--- src/rtl/alu_feeder.sv ---
// Issue stage in front of the 4-bit ALU: queues {instr,A,B} requests and holds each one steady for ALU_LAT cycles.
// Defining ALU_FEED_STATS_EN adds the op_count/drop_count statistics outputs.
module alu_feeder #(
  parameter int DEPTH   = 4,
  parameter int ALU_LAT = 3,
  parameter int DATA_W  = 4,
  parameter int INSTR_W = 8
) (
  input  logic                     clk,
  input  logic                     rst,
  input  logic                     in_valid,
  output logic                     in_ready,
  input  logic [INSTR_W-1:0]       in_instr,
  input  logic [DATA_W-1:0]        in_a,
  input  logic [DATA_W-1:0]        in_b,
  input  logic                     flush,
  output logic [INSTR_W-1:0]       instr,
  output logic [DATA_W-1:0]        A,
  output logic [DATA_W-1:0]        B,
  output logic                     busy,
  output logic                     res_valid,
  output logic [$clog2(DEPTH):0]   level
`ifdef ALU_FEED_STATS_EN
  ,
  output logic [15:0]              op_count,
  output logic [7:0]               drop_count
`endif
);

  // state | meaning
  // IDLE  | no op in flight; pops the FIFO head whenever one is queued and no flush
  // EXEC  | op in flight; instr/A/B frozen while cnt counts down to the result cycle
  typedef enum logic {ST_IDLE, ST_EXEC} state_t;

  localparam int PTR_W = $clog2(DEPTH);
  localparam int LVL_W = PTR_W + 1;
  localparam int CNT_W = (ALU_LAT > 1) ? $clog2(ALU_LAT) : 1;
  localparam logic [CNT_W-1:0] CNT_INIT = CNT_W'(ALU_LAT - 1);
  localparam logic [LVL_W-1:0] LVL_FULL = LVL_W'(DEPTH);

  state_t               state_q, state_d;
  logic [CNT_W-1:0]     cnt_q, cnt_d;
  logic [PTR_W-1:0]     rd_ptr_q, rd_ptr_d;
  logic [PTR_W-1:0]     wr_ptr_q, wr_ptr_d;
  logic [LVL_W-1:0]     level_q, level_d;
  logic [INSTR_W-1:0]   instr_q;
  logic [DATA_W-1:0]    a_q;
  logic [DATA_W-1:0]    b_q;

  logic [INSTR_W-1:0]   fifo_instr_q [DEPTH];
  logic [DATA_W-1:0]    fifo_a_q     [DEPTH];
  logic [DATA_W-1:0]    fifo_b_q     [DEPTH];

  logic                 push;
  logic                 pop;

  assign in_ready = (level_q != LVL_FULL);
  assign push     = in_valid & in_ready & ~flush;
  assign level    = level_q;
  assign instr    = instr_q;
  assign A        = a_q;
  assign B        = b_q;

  always_comb begin
    state_d   = state_q;
    cnt_d     = cnt_q;
    pop       = 1'b0;
    busy      = 1'b0;
    res_valid = 1'b0;
    case (state_q)
      ST_IDLE: begin
        if ((level_q != '0) && !flush) begin
          pop     = 1'b1;
          cnt_d   = CNT_INIT;
          state_d = ST_EXEC;
        end
      end
      ST_EXEC: begin
        busy = 1'b1;
        if (cnt_q == '0) begin
          res_valid = 1'b1;
          state_d   = ST_IDLE;
        end else begin
          cnt_d = cnt_q - CNT_W'(1);
        end
      end
    endcase
  end

  // flush only empties the queue; the op already latched in instr/A/B still runs to completion
  always_comb begin
    rd_ptr_d = rd_ptr_q;
    wr_ptr_d = wr_ptr_q;
    level_d  = level_q;
    if (flush) begin
      wr_ptr_d = rd_ptr_q;
      level_d  = '0;
    end else begin
      if (push) wr_ptr_d = wr_ptr_q + PTR_W'(1);
      if (pop)  rd_ptr_d = rd_ptr_q + PTR_W'(1);
      case ({push, pop})
        2'b10:   level_d = level_q + LVL_W'(1);
        2'b01:   level_d = level_q - LVL_W'(1);
        default: level_d = level_q;
      endcase
    end
  end

  always_ff @(posedge clk or posedge rst) begin
    if (rst) begin
      state_q  <= ST_IDLE;
      cnt_q    <= '0;
      rd_ptr_q <= '0;
      wr_ptr_q <= '0;
      level_q  <= '0;
    end else begin
      state_q  <= state_d;
      cnt_q    <= cnt_d;
      rd_ptr_q <= rd_ptr_d;
      wr_ptr_q <= wr_ptr_d;
      level_q  <= level_d;
    end
  end

  always_ff @(posedge clk or posedge rst) begin
    if (rst) begin
      for (int i = 0; i < DEPTH; i++) begin
        fifo_instr_q[i] <= '0;
        fifo_a_q[i]     <= '0;
        fifo_b_q[i]     <= '0;
      end
    end else if (push) begin
      fifo_instr_q[wr_ptr_q] <= in_instr;
      fifo_a_q[wr_ptr_q]     <= in_a;
      fifo_b_q[wr_ptr_q]     <= in_b;
    end
  end

  // ALU inputs change only on a pop, so the ALU sees them stable for the whole op
  always_ff @(posedge clk or posedge rst) begin
    if (rst) begin
      instr_q <= '0;
      a_q     <= '0;
      b_q     <= '0;
    end else if (pop) begin
      instr_q <= fifo_instr_q[rd_ptr_q];
      a_q     <= fifo_a_q[rd_ptr_q];
      b_q     <= fifo_b_q[rd_ptr_q];
    end
  end

`ifdef ALU_FEED_STATS_EN
  logic [15:0] op_count_q;
  logic [7:0]  drop_count_q;

  assign op_count   = op_count_q;
  assign drop_count = drop_count_q;

  always_ff @(posedge clk or posedge rst) begin
    if (rst) begin
      op_count_q   <= '0;
      drop_count_q <= '0;
    end else begin
      if (res_valid)
        op_count_q <= op_count_q + 16'd1;
      if (in_valid && !in_ready && (drop_count_q != 8'hFF))
        drop_count_q <= drop_count_q + 8'd1;
    end
  end
`endif

endmodule

--- config.mk ---
export PLATFORM = sky130hd
export DESIGN_NAME = alu_feeder
export DESIGN_NICKNAME = d
export VERILOG_FILES = /design/src/rtl/alu_feeder.sv
export SDC_FILE = /design/constraint.sdc
export NUM_CORES = 1
export LEC_CHECK = 0
export ABC_AREA = 1
export ABC_CLOCK_PERIOD_IN_PS = 2700
export CAP_MARGIN = 20
export CORE_ASPECT_RATIO = 1.25
export CORE_MARGIN = 3
export CORE_UTILIZATION = 51
export CTS_CLUSTER_SIZE = 40
export DETAILED_ROUTE_END_ITERATION = 8
export PLACE_DENSITY = 0.76
export RECOVER_POWER = 100
export SLEW_MARGIN = 20
export SYNTH_ARGS = -nofsm -noshare
export SYNTH_HDL_FRONTEND = slang
export SYNTH_SLANG_ARGS = --single-unit
--- constraint.sdc ---
create_clock -name clk -period 2.7 [get_ports clk]
set_clock_uncertainty 0.2 [all_clocks]
set_input_delay 0.405 -clock clk [delete_from_list [all_inputs] [get_ports clk]]
set_output_delay 0.405 -clock clk [all_outputs]
set_load 0.01 [all_outputs]
==> flow_summary.ini, run 1 <==
[pwr]
p_int_mw = 3.49
p_sw_share_pct = 36.9
leakagePower_nw = 2.21
power_frac_comb_pct = 37.3
p_seq_share_pct = 42.4
switching_power_mw = 2.04
max-vdd-ir-drop_mv = 0.598
powerDensity_nw_per_um2 = 1190
clkPwrFrac_pct = 20.3

[sta]
worst_slew_pin_slew_ns = 1.26
period_needed_ns = 2.37
hold_viol = 0
slew_headroom_pct = 16.2
postLayoutSetupSlackWorst_ns = 0.330
fin_tns_setup_ns = 0
final.period_utilization_pct = 87.8
setup_viol = 0
final_max_slew_viol_count = 0
rsz0062_at_grt = false
clock.fmax_mhz = 422
whs_ns = 0.174

[synth]
ys_warn_count = 0
synthFlopType = dfrtp_1
async_flop_share_pct = 100
ys_seq_elements = 90
synth_xor_area_share_pct = 0.441
ys_seq_area_share_pct = 56.7
muxShareOfSynthArea_pct = 0
synth_top_family_by_area = simple AND/OR/NAND/NOR gates
synth_top_cell_by_area = dfrtp_1
synth-edff-count = 0
syn_area_sq_um = 3970
yosys.cell_types.count = 25
synth_area_leaders = dfrtp_1, nor2_1, o21ai_1
synth.top_cell.area_share_pct = 56.7
synth_simple_gate_area_share_pct = 18.6
synth_fa_ha_area_share_pct = 2.08
syn-instance-count = 455
syn_nets = 481
synth_area_per_cell_sq_um = 8.73
synth_compound_area_share_pct = 15.7

[place]
gp_congestion = 0.829
dpl_worst_slack_ns = 0.256
dp_hpwl_um = 5150
io_buffer_count = 41

[global_route]
grt_pass1_vias = 3124
grt_pass1_wl_um = 14500
antenna_found_initial = 0
gr-total-overflow = 0
grtUsageTotal_pct = 20.4
grt_max_degree = 51

[routing]
vias = 3136
wl_per_cell_um = 14.5
dr.pass1.iters = 5
drt_iter0_markers = 203
totalWireLength_um = 8480
drc = 0
routed_via_density = 5.36
antenna_left = 0

[floorplan]
fp.dieW_um = 84.9
die_h_um = 105
core_sq_um = 7490
start_util_pct = 53.0
die_area_sq_um = 8890
rows = 35
io-pin-count = 42

[cells_and_area]
layout-drive-gt1-share_pct = 6.09
diodes = 0
syn2layout_area_growth_pct = 16.7
nNetsFinal = 514

[clock_tree]
h-tree-depth = 3
postCtsResizedCells = 0
clockBufferDepth = 2
insertion_delay_ns = 0.35
cts_tree = yes
cts_root_buf = clkbuf_8
numCtsBuffers = 9
cts.clk_slew.worst_paths_ns = 0.08
post-cts-setup-buffers = 0
hold_buffers = 0
clkSinkCount = 90

[setup_path]
slowest_stage = dlygate4sd3_1
start_kind = flip-flop
endpoint_kind = output pin
critPathRequiredTime_ns = 2.10
r2r_slack_ns = 0.56
reg2reg_from = level[0]$_DFFE_PP0P_
max_stage_delay_ns = 0.62
worst-r2r-cell-count = 10
critPathMaxFanout = 5
r2r-end = level[2]$_DFFE_PP0P_
crit_family = buffers and inverters
crit_arrival_ns = 1.76
criticalPathCategory = flip-flop to output pin
worst-path-buf-inv = 1
crit_chain = nor2_1, nand2_1, dlygate4sd3_1

[hold_path]
hold_path.class = primary input to asynchronous set/reset pin

[run]
drv_cap = 0

[run_status]
status = finished, final reports clean
[cells by family after synthesis]
family | after synthesis
adders and majority gates | 6
DFF | 90
xor gates and xnor gates | 2
buffers and inverters | 57
and+or+nand+nor | 183
AOI/OAI and AO/OA | 117
[synthesized netlist by cell type (2+ instances only)]
cell type,count
a31oi_1,16
buf_2,17
buf_6,2
clkbuf_1,5
dfrtp_1,90
ha_1,5
inv_1,30
nand2_1,83
nand2_2,7
nand3_1,4
nor2_1,86
o211ai_1,2
o21ai_0,33
o21ai_1,64
[how the worst max path moves through the flow]
stage,startpoint,to,slack [ns],cells past startpoint
6_report,level[0]$_DFFE_PP0P_,in_ready,0.33,3
5_1_grt,flush,level[2]$_DFFE_PP0P_,0.22,9
4_1_cts,level[0]$_DFFE_PP0P_,in_ready,0.48,3
3_5_place_dp,flush,level[2]$_DFFE_PP0P_,0.26,13
3_3_place_gp,flush,level[2]$_DFFE_PP0P_,0.33,13
2_1_floorplan,level[0]$_DFFE_PP0P_,level[2]$_DFFE_PP0P_,0.68,12
[flip-flops by register name (all words and copies together), names as in the netlist]
register,cells
instr,8
cnt_q,2
state_q,1
B,4
level,3
fifo_b_q,16
fifo_a_q,16
wr_ptr_q,2
A,4
rd_ptr_q,2
fifo_instr_q,32
[layout by cell type, fill, tap and decap left out, types with 5 or more instances in the layout]
master,synthesis,final
o21ai_0,33,93
dfrtp_1,90,90
nor2_1,86,87
nand2_1,83,84
inv_1,30,30
dlygate4sd3_1,0,24
clkdlybuf4s50_1,0,17
a31oi_1,16,16
clkbuf_8,0,11
nand2_2,7,6
ha_1,5,5
[per-stage QoR]
step	cell area [sq um]	std cells	total power [mW]	utilization, %
global placement	4440	569	4.45	59.3
global route	4630	585	6.00	61.9
floorplan	3980	455	3.84	-
CTS	4690	585	5.72	62.6
detailed placement	4440	569	4.58	59.3
finish	4630	585	5.53	61.9
[per-layer routing]
layer	up-vias	GRT usage [%]	share of wire [%]
met3	10	3.31	4.8
met5	-	0	0
met2	85	35.6	50
li1	1533	-	-
met1	1508	25.3	44
met4	0	7.13	1.5
[power groups by stage]
stage               sequential (mW)  clock (mW)  combinational [mW]
detailed placement             2.37           0                2.21
global placement               2.34           0                2.11
CTS                            2.35        1.14                2.22
finish                         2.35        1.12                2.06
global route                   2.43        1.20                2.37
floorplan                      2.36           0                1.48
[cell type report]
class	count	area, sq um
Fill cell	654	2850
Sequential cell	90	2250
Multi-Input combinational cell	308	1450
Timing Repair Buffer	47	448
Clock buffer	12	155
Inverter	32	121
Tap cell	92	115
Clock inverter	4	97.6
Note: power is estimated with default switching activity, not from simulation.
==> inputs of run 2 (changes only) <==
--- a/config.mk
+++ b/config.mk
@@ -6,14 +6,14 @@
 export NUM_CORES = 1
 export LEC_CHECK = 0
 export ABC_AREA = 1
-export ABC_CLOCK_PERIOD_IN_PS = 2700
+export ABC_CLOCK_PERIOD_IN_PS = 2300
 export CAP_MARGIN = 20
 export CORE_ASPECT_RATIO = 1.25
 export CORE_MARGIN = 3
-export CORE_UTILIZATION = 51
+export CORE_UTILIZATION = 56
 export CTS_CLUSTER_SIZE = 40
 export DETAILED_ROUTE_END_ITERATION = 8
-export PLACE_DENSITY = 0.76
+export PLACE_DENSITY = 0.79
 export RECOVER_POWER = 100
 export SLEW_MARGIN = 20
 export SYNTH_ARGS = -nofsm -noshare
==> constraint.sdc (replaced) <==
create_clock -name clk -period 2.3 [get_ports clk]
set_clock_uncertainty 0.2 [all_clocks]
set_input_delay 0.345 -clock clk [delete_from_list [all_inputs] [get_ports clk]]
set_output_delay 0.345 -clock clk [all_outputs]
set_load 0.01 [all_outputs]
==> run 2 against run 1 <==
Effect of this change: count of clock-buffer cells in the layout decreased by 1; largest cell class unchanged; routed wire length decreased by 2.3%; register-to-register slack got worse by 0.35 ns; global-route usage increased by 3.0 points; non-clock buffer count increased by 10; worst setup slack got worse by 0.19 ns; total power increased by 16%; sequential share of layout area decreased by 0.47 points; first-iteration DRC count increased by 19%.
==> flow_summary.ini, run 2 (same netlist as run 1, synthesis figures left out) <==
[setup_path]
critPathRequiredTime_ns = 1.75
r2r_slack_ns = 0.21
worst-path-buf-inv = 3
slowest_stage = clkdlybuf4s50_1
crit_chain = inv_1, ha_1, nand2_1, inv_1, clkdlybuf4s50_1
criticalPathCategory = flip-flop to output pin
crit_family = buffers and inverters
worst-r2r-cell-count = 5
path_depth = 5
endpoint_kind = output pin
reg2reg_from = level[0]$_DFFE_PP0P_
crit_arrival_ns = 1.61
worstSetupEndpoint = res_valid
cp_common_cell = inv_1
start_kind = flip-flop
r2r-end = B[1]$_DFFE_PP0N_
critPathMaxFanout = 3
cp-startpoint = cnt_q[0]$_DFFE_PP0P_
max_stage_delay_ns = 0.52

[pwr]
p_seq_share_pct = 42.9
leakagePower_nw = 2.24
switching_power_mw = 2.40
powerDensity_nw_per_um2 = 1370
max-vdd-ir-drop_mv = 0.753
power_frac_comb_pct = 38.4
clkPwrFrac_pct = 18.7
p_int_mw = 4.01
p_sw_share_pct = 37.4

[floorplan]
rows = 33
io-pin-count = 42
core_sq_um = 6730
fp.dieW_um = 81.3
die_area_sq_um = 8150
start_util_pct = 59.0
die_h_um = 100

[cells_and_area]
syn2layout_area_growth_pct = 17.8
n_fill_cell = 523
multiInputGateArea_sq_um = 1440
largest_reg_flops = 32
nNetsFinal = 524
seq_area_sq_um = 2250
layout-drive-gt1-share_pct = 7.16
final_cell_mix = dfrtp_1, nand2_1, o21ai_0
largest-register = fifo_instr_q
utilization_pct = 69.5
diodes = 0
reg.largest.list = fifo_instr_q x32, fifo_a_q x16, fifo_b_q x16
layout_commonest_cell = dfrtp_1
final_cells = 590

[global_route]
grt_pass1_wl_um = 14700
grt_max_degree = 58
grtUsageTotal_pct = 23.4
gr-total-overflow = 0
antenna_found_initial = 0
grt_pass1_vias = 3220

[routing]
antenna_left = 0
vias = 3124
totalWireLength_um = 8280
routed_via_density = 5.29
dr.pass1.iters = 4
wl_per_cell_um = 14.0
drc = 0
drt_iter0_markers = 241

[hold_path]
hold_path.class = flip-flop to flip-flop

[clock_tree]
cts_root_buf = clkbuf_8
cts.clk_slew.worst_paths_ns = 0.08
post-cts-setup-buffers = 0
clkSinkCount = 90
postCtsResizedCells = 0
h-tree-depth = 3
cts_tree = yes
clockBufferDepth = 2
hold_buffers = 0
numCtsBuffers = 9
insertion_delay_ns = 0.35

[place]
gp_congestion = 0.758
placed_cells_incl_taps = 574
dp_hpwl_um = 5300
io_buffer_count = 41

[sta]
slew_headroom_pct = 8.55
clock.fmax_mhz = 464
hold_viol = 0
final_max_slew_viol_count = 0
setup_viol = 0
fin_tns_setup_ns = 0
worst_slew_pin_slew_ns = 1.37
period_needed_ns = 2.16
whs_ns = 0.284
final.period_utilization_pct = 93.7
rsz0062_at_grt = false

[run_status]
status = finished, final reports clean

[run]
drv_cap = 0
## run 2: cell types whose count changed in the layout (fill, tap and decap cells not counted), sizes merged
| cell | delta |
|---|---|
| buf | +6 |
| clkbuf | +3 |
| clkdlybuf4s50 | +3 |
| dlygate4sd3 | -3 |
| inv | +2 |
| bufinv | -1 |
## run 2: power groups by stage
stage / registers, mW / logic (mW) / clock network [mW]
final: 2.75 / 2.46 / 1.20
after global routing: 2.85 / 2.86 / 1.29
after CTS: 2.76 / 2.66 / 1.21
after detailed placement: 2.78 / 2.64 / 0
after global placement: 2.75 / 2.54 / 0
after floorplan: 2.77 / 1.74 / 0
## run 2: worst min path at each step
stage                                            from                     endpoint  slack (ns)  depth (start not counted)
after floorplan               fifo_a_q[0]$_DFFE_PP0P_      fifo_a_q[0]$_DFFE_PP0P_        0.25                          2
after CTS                                         rst      fifo_a_q[7]$_DFFE_PP0P_        0.24                          3
after global placement        fifo_a_q[1]$_DFFE_PP0P_      fifo_a_q[1]$_DFFE_PP0P_        0.27                          2
after global routing          fifo_a_q[9]$_DFFE_PP0P_      fifo_a_q[9]$_DFFE_PP0P_        0.31                          2
final                     fifo_instr_q[5]$_DFFE_PP0P_  fifo_instr_q[5]$_DFFE_PP0P_        0.28                          2
after detailed placement  fifo_instr_q[0]$_DFFE_PP0P_  fifo_instr_q[0]$_DFFE_PP0P_        0.27                          2
## run 2: area by class of cell
type	count	area share (%)
clock inverter	5	1.82
tap	87	2.33
sequential	90	48.1
timing repair buffer	57	11.2
multi-input combinational	308	30.8
inverter	32	2.65
clock buffer	11	3.02
## run 2: per-stage QoR
step | power, mW | cell area, sq um | setup WS (ns)
finish | 6.41 | 4680 | 0.145
global route | 7.00 | 4680 | 0.0274
CTS | 6.64 | 4750 | 0.136
detailed placement | 5.42 | 4520 | -0.0366
global placement | 5.29 | 4520 | 0.0481
floorplan | 4.51 | 3980 | 0.281
## run 2: worst reg2reg max path, delay by kind of cell, from the launching register on
kind            cells  cell delay, ns
compound gates      2            0.42
buf+inv             1            0.65
flops               1            0.48
simple gates        2            0.24
## run 2: layer usage
layer,global-route usage (%),share of wire (%),vias to the layer above
met3,4.31,3.8,6
met5,0,0,-
met1,30.5,44,1501
li1,-,-,1561
met2,39.6,51,56
met4,6.76,0.89,0
